## src/rtl/display_scan_decoder_if.sv

```systemverilog
// Scanned 7-segment display bus: the scan side drives anode/segment and the
// decoder side returns the reassembled minute/second frame and status pulses.
`default_nettype none

interface display_scan_decoder_if #(
  parameter int ERRCNT_W = 8
);
  logic [3:0]          anode;
  logic [6:0]          segment;
  logic [5:0]          mincount;
  logic [5:0]          seccount;
  logic                min_blank;
  logic                sec_blank;
  logic                frame_valid;
  logic                frame_err;
  logic [ERRCNT_W-1:0] err_count;

  modport master (
    output anode,
    output segment,
    input  mincount,
    input  seccount,
    input  min_blank,
    input  sec_blank,
    input  frame_valid,
    input  frame_err,
    input  err_count
  );

  modport slave (
    input  anode,
    input  segment,
    output mincount,
    output seccount,
    output min_blank,
    output sec_blank,
    output frame_valid,
    output frame_err,
    output err_count
  );
endinterface

`default_nettype wire

```

## src/rtl/display_scan_decoder.sv

```systemverilog
// Samples a multiplexed 4-digit 7-segment scan, reassembles MM:SS frames,
// publishes good frames and counts discarded ones.
`default_nettype none

module display_scan_decoder #(
  parameter int ERRCNT_W = 8
) (
  input  logic                   fastclk,
  input  logic                   rst_n,
  display_scan_decoder_if.slave  bus
);

  typedef enum logic [1:0] {
    HUNT = 2'd0,
    D1   = 2'd1,
    D2   = 2'd2,
    D3   = 2'd3
  } state_t;

  // Digit codes: 0..9 numeric, plus blank and illegal-pattern markers.
  localparam logic [3:0] C_BLANK = 4'd10;
  localparam logic [3:0] C_BAD   = 4'd15;

  state_t              state_q, state_d;
  logic [3:0]          d0_q, d0_d;
  logic [3:0]          d1_q, d1_d;
  logic [3:0]          d2_q, d2_d;
  logic [5:0]          min_q, min_d;
  logic [5:0]          sec_q, sec_d;
  logic                minb_q, minb_d;
  logic                secb_q, secb_d;
  logic                valid_q, valid_d;
  logic                err_q, err_d;
  logic [ERRCNT_W-1:0] errcnt_q, errcnt_d;

  logic [3:0] code;
  logic [1:0] idx;
  logic       an_ok;
  logic       legal;

  logic       min_num, min_blk, min_good;
  logic       sec_num, sec_blk, sec_good;
  logic [6:0] min_val, sec_val;

  always_comb begin
    code = C_BAD;
    unique case (bus.segment)
      7'b0000001: code = 4'd0;
      7'b1001111: code = 4'd1;
      7'b0010010: code = 4'd2;
      7'b0000110: code = 4'd3;
      7'b1001100: code = 4'd4;
      7'b0100100: code = 4'd5;
      7'b0100000: code = 4'd6;
      7'b0001111: code = 4'd7;
      7'b0000000: code = 4'd8;
      7'b0000100: code = 4'd9;
      7'b1111111: code = C_BLANK;
      default:    code = C_BAD;
    endcase
  end

  always_comb begin
    idx   = 2'd0;
    an_ok = 1'b1;
    unique case (bus.anode)
      4'b0111: idx = 2'd0;
      4'b1011: idx = 2'd1;
      4'b1101: idx = 2'd2;
      4'b1110: idx = 2'd3;
      default: an_ok = 1'b0;
    endcase
  end

  assign legal = an_ok && (code != C_BAD);

  // Pair checks use the current sample as the seconds-ones digit.
  always_comb begin
    min_num  = (d0_q < 4'd10) && (d1_q < 4'd10);
    min_blk  = (d0_q == C_BLANK) && (d1_q == C_BLANK);
    min_val  = {3'b000, d0_q} * 7'd10 + {3'b000, d1_q};
    min_good = min_blk || (min_num && (min_val <= 7'd59));
    sec_num  = (d2_q < 4'd10) && (code < 4'd10);
    sec_blk  = (d2_q == C_BLANK) && (code == C_BLANK);
    sec_val  = {3'b000, d2_q} * 7'd10 + {3'b000, code};
    sec_good = sec_blk || (sec_num && (sec_val <= 7'd59));
  end

  always_comb begin
    state_d = state_q;
    d0_d    = d0_q;
    d1_d    = d1_q;
    d2_d    = d2_q;
    min_d   = min_q;
    sec_d   = sec_q;
    minb_d  = minb_q;
    secb_d  = secb_q;
    valid_d = 1'b0;
    err_d   = 1'b0;

    if (state_q == HUNT) begin
      if (legal && (idx == 2'd0)) begin
        d0_d    = code;
        state_d = D1;
      end
    end else if (legal && (idx == state_q)) begin
      unique case (state_q)
        D1: begin
          d1_d    = code;
          state_d = D2;
        end
        D2: begin
          d2_d    = code;
          state_d = D3;
        end
        default: begin
          state_d = HUNT;
          if (min_good && sec_good) begin
            valid_d = 1'b1;
            minb_d  = min_blk;
            secb_d  = sec_blk;
            if (!min_blk) min_d = min_val[5:0];
            if (!sec_blk) sec_d = sec_val[5:0];
          end else begin
            err_d = 1'b1;
          end
        end
      endcase
    end else if (legal && (idx == 2'd0)) begin
      err_d   = 1'b1;
      d0_d    = code;
      state_d = D1;
    end else begin
      err_d   = 1'b1;
      state_d = HUNT;
    end
  end

  always_comb begin
    errcnt_d = errcnt_q;
    if (err_d && (errcnt_q != {ERRCNT_W{1'b1}})) begin
      errcnt_d = errcnt_q + 1'b1;
    end
  end

  always_ff @(posedge fastclk or negedge rst_n) begin
    if (!rst_n) begin
      state_q  <= HUNT;
      d0_q     <= 4'd0;
      d1_q     <= 4'd0;
      d2_q     <= 4'd0;
      min_q    <= 6'd0;
      sec_q    <= 6'd0;
      minb_q   <= 1'b0;
      secb_q   <= 1'b0;
      valid_q  <= 1'b0;
      err_q    <= 1'b0;
      errcnt_q <= '0;
    end else begin
      state_q  <= state_d;
      d0_q     <= d0_d;
      d1_q     <= d1_d;
      d2_q     <= d2_d;
      min_q    <= min_d;
      sec_q    <= sec_d;
      minb_q   <= minb_d;
      secb_q   <= secb_d;
      valid_q  <= valid_d;
      err_q    <= err_d;
      errcnt_q <= errcnt_d;
    end
  end

  assign bus.mincount    = min_q;
  assign bus.seccount    = sec_q;
  assign bus.min_blank   = minb_q;
  assign bus.sec_blank   = secb_q;
  assign bus.frame_valid = valid_q;
  assign bus.frame_err   = err_q;
  assign bus.err_count   = errcnt_q;

endmodule

`default_nettype wire

```

## src/flat_wrapper.sv

```systemverilog
// flat-port wrapper written by rule: the top's interface ports become plain ports
module display_scan_decoder_flat 
#(
  parameter int ERRCNT_W = 8
)
  (fastclk, rst_n, bus_anode, bus_segment, bus_mincount, bus_seccount, bus_min_blank, bus_sec_blank, bus_frame_valid, bus_frame_err, bus_err_count);
  display_scan_decoder_if #(.ERRCNT_W(ERRCNT_W)) bus_i ();
  input  logic fastclk;
  input  logic rst_n;
  input wire logic [$bits(bus_i.anode)-1:0] bus_anode;
  input wire logic [$bits(bus_i.segment)-1:0] bus_segment;
  output wire logic [$bits(bus_i.mincount)-1:0] bus_mincount;
  output wire logic [$bits(bus_i.seccount)-1:0] bus_seccount;
  output wire logic [$bits(bus_i.min_blank)-1:0] bus_min_blank;
  output wire logic [$bits(bus_i.sec_blank)-1:0] bus_sec_blank;
  output wire logic [$bits(bus_i.frame_valid)-1:0] bus_frame_valid;
  output wire logic [$bits(bus_i.frame_err)-1:0] bus_frame_err;
  output wire logic [$bits(bus_i.err_count)-1:0] bus_err_count;
  assign bus_i.anode = bus_anode;
  assign bus_i.segment = bus_segment;
  assign bus_mincount = bus_i.mincount;
  assign bus_seccount = bus_i.seccount;
  assign bus_min_blank = bus_i.min_blank;
  assign bus_sec_blank = bus_i.sec_blank;
  assign bus_frame_valid = bus_i.frame_valid;
  assign bus_frame_err = bus_i.frame_err;
  assign bus_err_count = bus_i.err_count;
  display_scan_decoder #(.ERRCNT_W(ERRCNT_W)) u_core (.fastclk(fastclk), .rst_n(rst_n), .bus(bus_i));
endmodule
```

## config.mk

```make
export PLATFORM = sky130hd
export DESIGN_NAME = display_scan_decoder_flat
export DESIGN_NICKNAME = d
export VERILOG_FILES = /design/src/rtl/display_scan_decoder_if.sv /design/src/rtl/display_scan_decoder.sv /design/src/flat_wrapper.sv
export SDC_FILE = /design/constraint.sdc
export NUM_CORES = 1
export LEC_CHECK = 0
export BUFFER_PORTS_ARGS = -buffer_cell sky130_fd_sc_hd__buf_4
export CAP_MARGIN = 15
export CORE_MARGIN = 2
export CORE_UTILIZATION = 45
export DETAILED_ROUTE_END_ITERATION = 6
export GPL_ROUTABILITY_DRIVEN = 0
export GPL_TIMING_DRIVEN = 0
export PLACE_DENSITY = 0.7
export SYNTH_ARGS = -nofsm -noshare
export SYNTH_HDL_FRONTEND = slang
export SYNTH_SLANG_ARGS = --single-unit
```

## constraint.sdc

```tcl
create_clock -name fastclk -period 4.9 [get_ports fastclk]
set_clock_uncertainty 0.2 [all_clocks]
set_input_delay 0.49 -clock fastclk [delete_from_list [all_inputs] [get_ports fastclk]]
set_output_delay 0.49 -clock fastclk [all_outputs]
set_load 0.005 [all_outputs]
```

==> results of run 1 <==
[layer usage]
| layer | up-vias | routed length (um) | GRT usage |
|---|---|---|---|
| met4 | 0 | 50 | 0.04667 |
| met1 | 991 | 2456 | 0.2262 |
| met3 | 6 | 232 | 0.02857 |
| met5 | - | 0 | 0 |
| met2 | 48 | 2611 | 0.2951 |
| li1 | 996 | - | - |
[Yosys cell counts (5+ instances only)]
cell type,number
xor2_1,8
mux2i_1,5
nor2b_1,5
ha_1,18
mux2_4,10
nand4_1,6
mux2_2,13
nor3_1,7
dfrtp_1,38
nand2_1,17
xnor2_1,7
o21ai_0,5
inv_1,10
nand3_1,7
nor2_1,15
buf_2,6
[layout by cell type, fill, tap and decap left out, types with 2 or more instances in the layout]
cell,n
clkbuf_8,6
o21ai_0,5
nand2_1,17
or2_2,2
o21ai_1,3
fa_1,4
xnor2_1,7
nand3_1,7
mux2i_1,5
xor2_1,8
nor4_1,4
nor3b_4,2
inv_1,10
nor3b_1,3
nand4bb_1,2
nor3_1,7
dfrtp_1,38
and2_1,3
nand4_1,6
nor2_1,15
ha_1,18
buf_4,33
a21oi_1,3
nor2b_1,5
mux2_2,13
and3b_1,2
a211oi_1,2
mux2_4,10
buf_2,6
a31oi_1,4
clkbuf_1,2
[area by class of cell]
| cell class | instances | area share |
|---|---|---|
| multi-input combinational | 192 | 0.5293 |
| sequential | 38 | 0.2984 |
| timing repair buffer | 35 | 0.08716 |
| tap | 75 | 0.02945 |
| clock buffer | 7 | 0.02709 |
| buffer | 8 | 0.01413 |
| inverter | 11 | 0.01296 |
| clock inverter | 1 | 0.001570 |
[worst paths after layout]
check | endpoint | startpoint | slack (ns)
max in group asynchronous | u_core.bus.err_count[0] | rst_n | 3.65
hold reg to reg | u_core.bus.err_count[7] | u_core.bus.err_count[7] | 0.30
setup / recovery | u_core.bus.mincount[0] | bus_segment[1] | 0.32
min in group asynchronous | u_core.bus.mincount[3] | rst_n | 0.50
hold / removal | u_core.bus.err_count[7] | u_core.bus.err_count[7] | 0.30
setup reg to reg | u_core.bus.mincount[0] | u_core.d2_q[1] | 1.01
[per-stage QoR]
stage / worst slack [ns] / hold slack (ns)
after detailed placement: -0.2266 / 0.2883
final: 0.3238 / 0.3033
after global placement: -0.1825 / 0.2792
after CTS: 0.06171 / 0.3089
after floorplan: 0.5460 / -0.005591
after global routing: 0.04195 / 0.3345
[power groups by stage]
stage | clock (mW) | sequential (mW) | combinational (mW)
floorplan | 0 | 0.415 | 0.198
global placement | 0 | 0.420 | 0.301
detailed placement | 0 | 0.422 | 0.311
CTS | 0.228 | 0.416 | 0.314
global route | 0.243 | 0.424 | 0.357
finish | 0.223 | 0.416 | 0.318
[registers in the layout, summed over array words and instances, names as in the netlist]
register / count
u_core.bus.err_count: 8
u_core.bus.frame_err: 1
u_core.bus.frame_valid: 1
u_core.bus.min_blank: 1
u_core.bus.mincount: 6
u_core.bus.sec_blank: 1
u_core.bus.seccount: 6
u_core.d0_q: 4
u_core.d1_q: 4
u_core.d2_q: 4
u_core.state_q: 2
[repair_timing]
action                                  4_1_cts  5_1_grt
hold buffers                                  1        0
setup buffers                                 0        1
resized for setup                             0        2
endpoints found under the setup margin        0       17
endpoints found under the hold margin        38        0
[kinds of logic after synthesis]
group / count (synthesis)
flops: 38
fa+ha+maj: 22
buf+inv: 19
xor+xnor: 16
mux: 29
compound gates: 37
simple gates: 88
[worst max-delay path, stage by stage]
cell	delay (ns)
buf_4	0.09
buf_2	0.19
nor2b_1	0.19
a21oi_1	0.08
o32a_1	0.30
o311ai_1	0.59
ha_1	0.36
fa_1	0.47
inv_1	0.07
a211oi_1	0.08
a2111oi_4	0.33
nand4_2	0.22
and2_4	0.20
buf_6	0.12
nor3b_4	0.42
mux2_4	0.34
==> metrics.yaml, run 1 <==
status: "completed"
multi_input_area_um2: 1687
powerDensity_nw_per_um2: 300.3
cp.arrival_ns: 4.54
clockBufferDepth: 2
rsz0062_at_grt: "no"
report.final.slew_viol_count: 0
gr-usage-all-layers: 0.1726
grt_max_degree: 39
io_buffer_count: 33
insertion_delay_ns: 0.28
drt_iter0_drc: 68
setup_violations: 0
whs_path_depth: 1
synthDominantCellAreaShare: 0.3506
seq_area_um2: 950.9
postRouteAntennaNets: 0
synth_top_family_by_area: "simple AND/OR/NAND/NOR gates"
synth_cell_types: 66
dpl.cell_count: 357
diodes: 0
dpl.hpwl_um: 4094
core_um2: 5886
crit_type: "in -> reg"
crit_fanout: 10
drcViolationCount: 0
clkPwrFrac: 0.233
initial_core_util: 0.4609
synth-seq-cells: 38
cts_buffers: 5
synth_compound_area_frac: 0.1204
wirelength_um: 5350
path_clk_slew_ns: 0.07
grt_pass1_wl_um: 9004
row_count: 28
yosysSeqAreaShare: 0.3506
vias: 2041
die_area_um2: 6665
grt_pass1_vias: 1941
synthMuxAreaShare: 0.1319
die_w_um: 81.64
cts_sinks: 38
syn-cell-area_um2: 2713
synthXorXnorAreaFrac: 0.05673
vias_per_cell: 5.561
utilization: 0.5415
clockRootBuffer: "clkbuf_8"
synth-edff-count: 0
syn_inst: 249
tightest_slew_ns: 0.6920
htree_levels: 2
fmaxAchievable_mhz: 218.5
maxSlewHeadroom: 0.5314
synthAdderAreaFrac: 0.1125
drt_pass1_iterations: 4
synth_simple_gate_area_share: 0.1960
placed_area_um2: 3054
wl_per_cell_um: 14.58
worst_setup_path_start_kind: "input port"
switching_power_mw: 0.3225
seqPwrFrac: 0.435
design_area_um2: 3187
yosysTopAreaCell: "dfrtp_1"
p_comb_frac: 0.332
num_io_pins: 37
setup_tns_ns: 0
rr_worst_depth: 11
antenna_found_initial: 0
fin_nets: 326
worstPathRequired_ns: 4.87
yosys-top-cells-area: "dfrtp_1 35%, ha_1 8.3%, mux2_4 5.5%"
syn_area_per_cell_um2: 10.89
internal-power_mw: 0.6345
endpoint_kind: "flop"
static-leakage-power_nw: 1.508
grt_remaining_overflow: 0
finalHoldViolCount: 0
fin_cells: 367
synthFlopType: "dfrtp_1"
synthArstFlopShare: 1.000
ys_warn_count: 0
power_mw: 0.9569
drv_cap: 0
swShare: 0.3370
fillers: 536
cts_tree: "done"
min_period_over_period: 0.9339
syn2layout_area_growth_pct: 17.48
die_h_um: 81.64
drive_gt1_frac: 0.2945
irDropWorstVdd_v: 0.0002018
hp-class: "reg -> reg"
syn_nets: 284
finalCriticalPeriod_ns: 4.576
(Power assumes the default switching activity.)
==> run 2, diff against run 1 <==
CTS_BUF_LIST = sky130_fd_sc_hd__clkbuf_8   (was not set)
==> run 2 against run 1 <==
Effect of this change: maximum frequency hardly changed; sequential share of layout area stayed put; non-clock buffer count stayed put; final area stayed put; setup slack hardly changed; combinational power hardly changed; die area stayed put; first-iteration DRC count stayed put; sequential power hardly changed; wire length stayed put; largest cell class unchanged; global-route usage stayed put; register-to-register slack hardly changed.
==> metrics.yaml, run 2 (synthesis gave the netlist of run 1 again) <==
status: "completed"
hold_start: "u_core.bus.err_count[7]"
insertion_delay_ns: 0.28
die_w_um: 81.64
fin_ws_ns: 0.3239
worst_setup_path_start_kind: "input port"
io_buffer_count: 33
final_cell_mix: "38 x dfrtp_1, 33 x buf_4, 18 x ha_1, 17 x nand2_1, 15 x nor2_1"
cp_cell_sequence: "buf_4, buf_2, nor2b_1, a21oi_1, o32a_1, o311ai_1, ha_1, fa_1, inv_1, a211oi_1, a2111oi_4, nand4_2, and2_4, buf_6, nor3b_4, mux2_4"
tightest_slew_ns: 0.6919
fin_nets: 326
gr-usage-all-layers: 0.1726
drt_pass1_iterations: 4
r2r_end: "u_core.bus.mincount[0]"
core_um2: 5886
path_buf_inv: 4
drv_cap: 0
grt_pass1_vias: 1941
setup_violations: 0
rr_worst_depth: 11
grt_remaining_overflow: 0
num_io_pins: 37
rsz0062_at_grt: "no"
place_ws_ns: -0.2266
htree_levels: 2
static-leakage-power_nw: 1.513
whs_path_depth: 1
grt_pass1_wl_um: 9004
finalHoldViolCount: 0
irDropWorstVdd_v: 0.0002019
largest_register_ffs: 8
wirelength_um: 5350
vias: 2041
cts_tree: "done"
report.final.slew_viol_count: 0
dpl.hpwl_um: 4094
cp_slowest_stage_delay_ns: 0.59
cpLargestDelayFamily: "compound AO/OA/AOI/OAI gates"
final_common_cell: "dfrtp_1"
whs_endpoint: "u_core.bus.err_count[7]"
antenna_found_initial: 0
cp.arrival_ns: 4.54
clockRootBuffer: "clkbuf_8"
fmaxAchievable_mhz: 218.5
crit_type: "in -> reg"
finalCriticalPeriod_ns: 4.576
postRouteAntennaNets: 0
maxSlewHeadroom: 0.5314
path_clk_slew_ns: 0.07
initial_core_util: 0.4609
worstPathRequired_ns: 4.87
fillers: 536
critPathSlowestCell: "o311ai_1"
die_area_um2: 6665
cts_sinks: 38
drt_iter0_drc: 68
wl_per_cell_um: 14.58
grt_max_degree: 39
min_period_over_period: 0.9339
clockBufferDepth: 2
hp-class: "reg -> reg"
row_count: 28
syn2layout_area_growth_pct: 17.48
cts_buffers: 5
diodes: 0
die_h_um: 81.64
drcViolationCount: 0
vias_per_cell: 5.561
r2r_slack_ns: 1.01
drive_gt1_frac: 0.2945
endpoint_kind: "flop"
crit_fanout: 10
utilization: 0.5415
regToRegStartpoint: "u_core.d2_q[1]"
powerDensity_nw_per_um2: 299.7
## run 2: cell types whose count changed in the layout (fill, tap and decap cells not counted), sizes merged
| cell | previous run | this run |
|---|---|---|
| clkbuf | 8 | 7 |
| inv | 11 | 12 |
## run 2: final cells by class
type / count / area, um^2 / share of cell area
Sequential cell: 38 / 950.9 / 0.2984
Inverter: 11 / 41.29 / 0.01296
Tap cell: 75 / 93.84 / 0.02945
Buffer: 8 / 45.04 / 0.01413
Timing Repair Buffer: 35 / 277.8 / 0.08716
Clock buffer: 6 / 82.58 / 0.02591
Clock inverter: 2 / 8.758 / 0.002748
Multi-Input combinational cell: 192 / 1687 / 0.5293
## run 2: stage by stage
stage / power [mW] / TNS [ns] / cell area (um^2) / hold WS (ns) / instances
after floorplan: 0.6126 / 0 / 2713 / -0.005591 / 249
after detailed placement: 0.7339 / -2.167 / 3054 / 0.2883 / 357
after CTS: 0.9570 / 0 / 3156 / 0.3089 / 366
final: 0.9551 / 0 / 3187 / 0.3033 / 367
after global routing: 1.022 / 0 / 3187 / 0.3345 / 367
after global placement: 0.7211 / -1.414 / 3054 / 0.2792 / 357
## run 2: timing repair
item | CTS | global route
endpoints found under the setup margin | 0 | 17
hold endpoints to repair | 38 | 0
gates resized for setup | 0 | 2
hold buffers | 1 | 0
buffers inserted | 0 | 1
## run 2: worst max path at each step
stage,end,depth (start not counted),from
5_1_grt,u_core.bus.mincount[5],17,bus_segment[3]
4_1_cts,u_core.bus.err_count[1],15,bus_segment[1]
3_5_place_dp,u_core.bus.err_count[1],15,bus_segment[1]
3_3_place_gp,u_core.bus.err_count[1],15,bus_segment[1]
2_1_floorplan,u_core.bus.mincount[0],17,bus_segment[3]
6_report,u_core.bus.mincount[0],16,bus_segment[1]
## run 2: per-layer routing
layer  vias up  part of all wire  track usage  routed length, um
li1        996                 -            -                  -
met4         0            0.0093      0.04667                 50
met3         6             0.043      0.02857                231
met2        48              0.49       0.2951               2622
met1       991              0.46       0.2262               2446
met5         -                 0            0                  0
## run 2: where the power goes
| group | switching, mW | internal [mW] | leakage (nW) |
|---|---|---|---|
| combinational | 0.158 | 0.160 | 0.969 |
| clock | 0.110 | 0.112 | 0.0524 |
| sequential | 0.0551 | 0.361 | 0.492 |
| total | 0.323 | 0.632 | 1.51 |
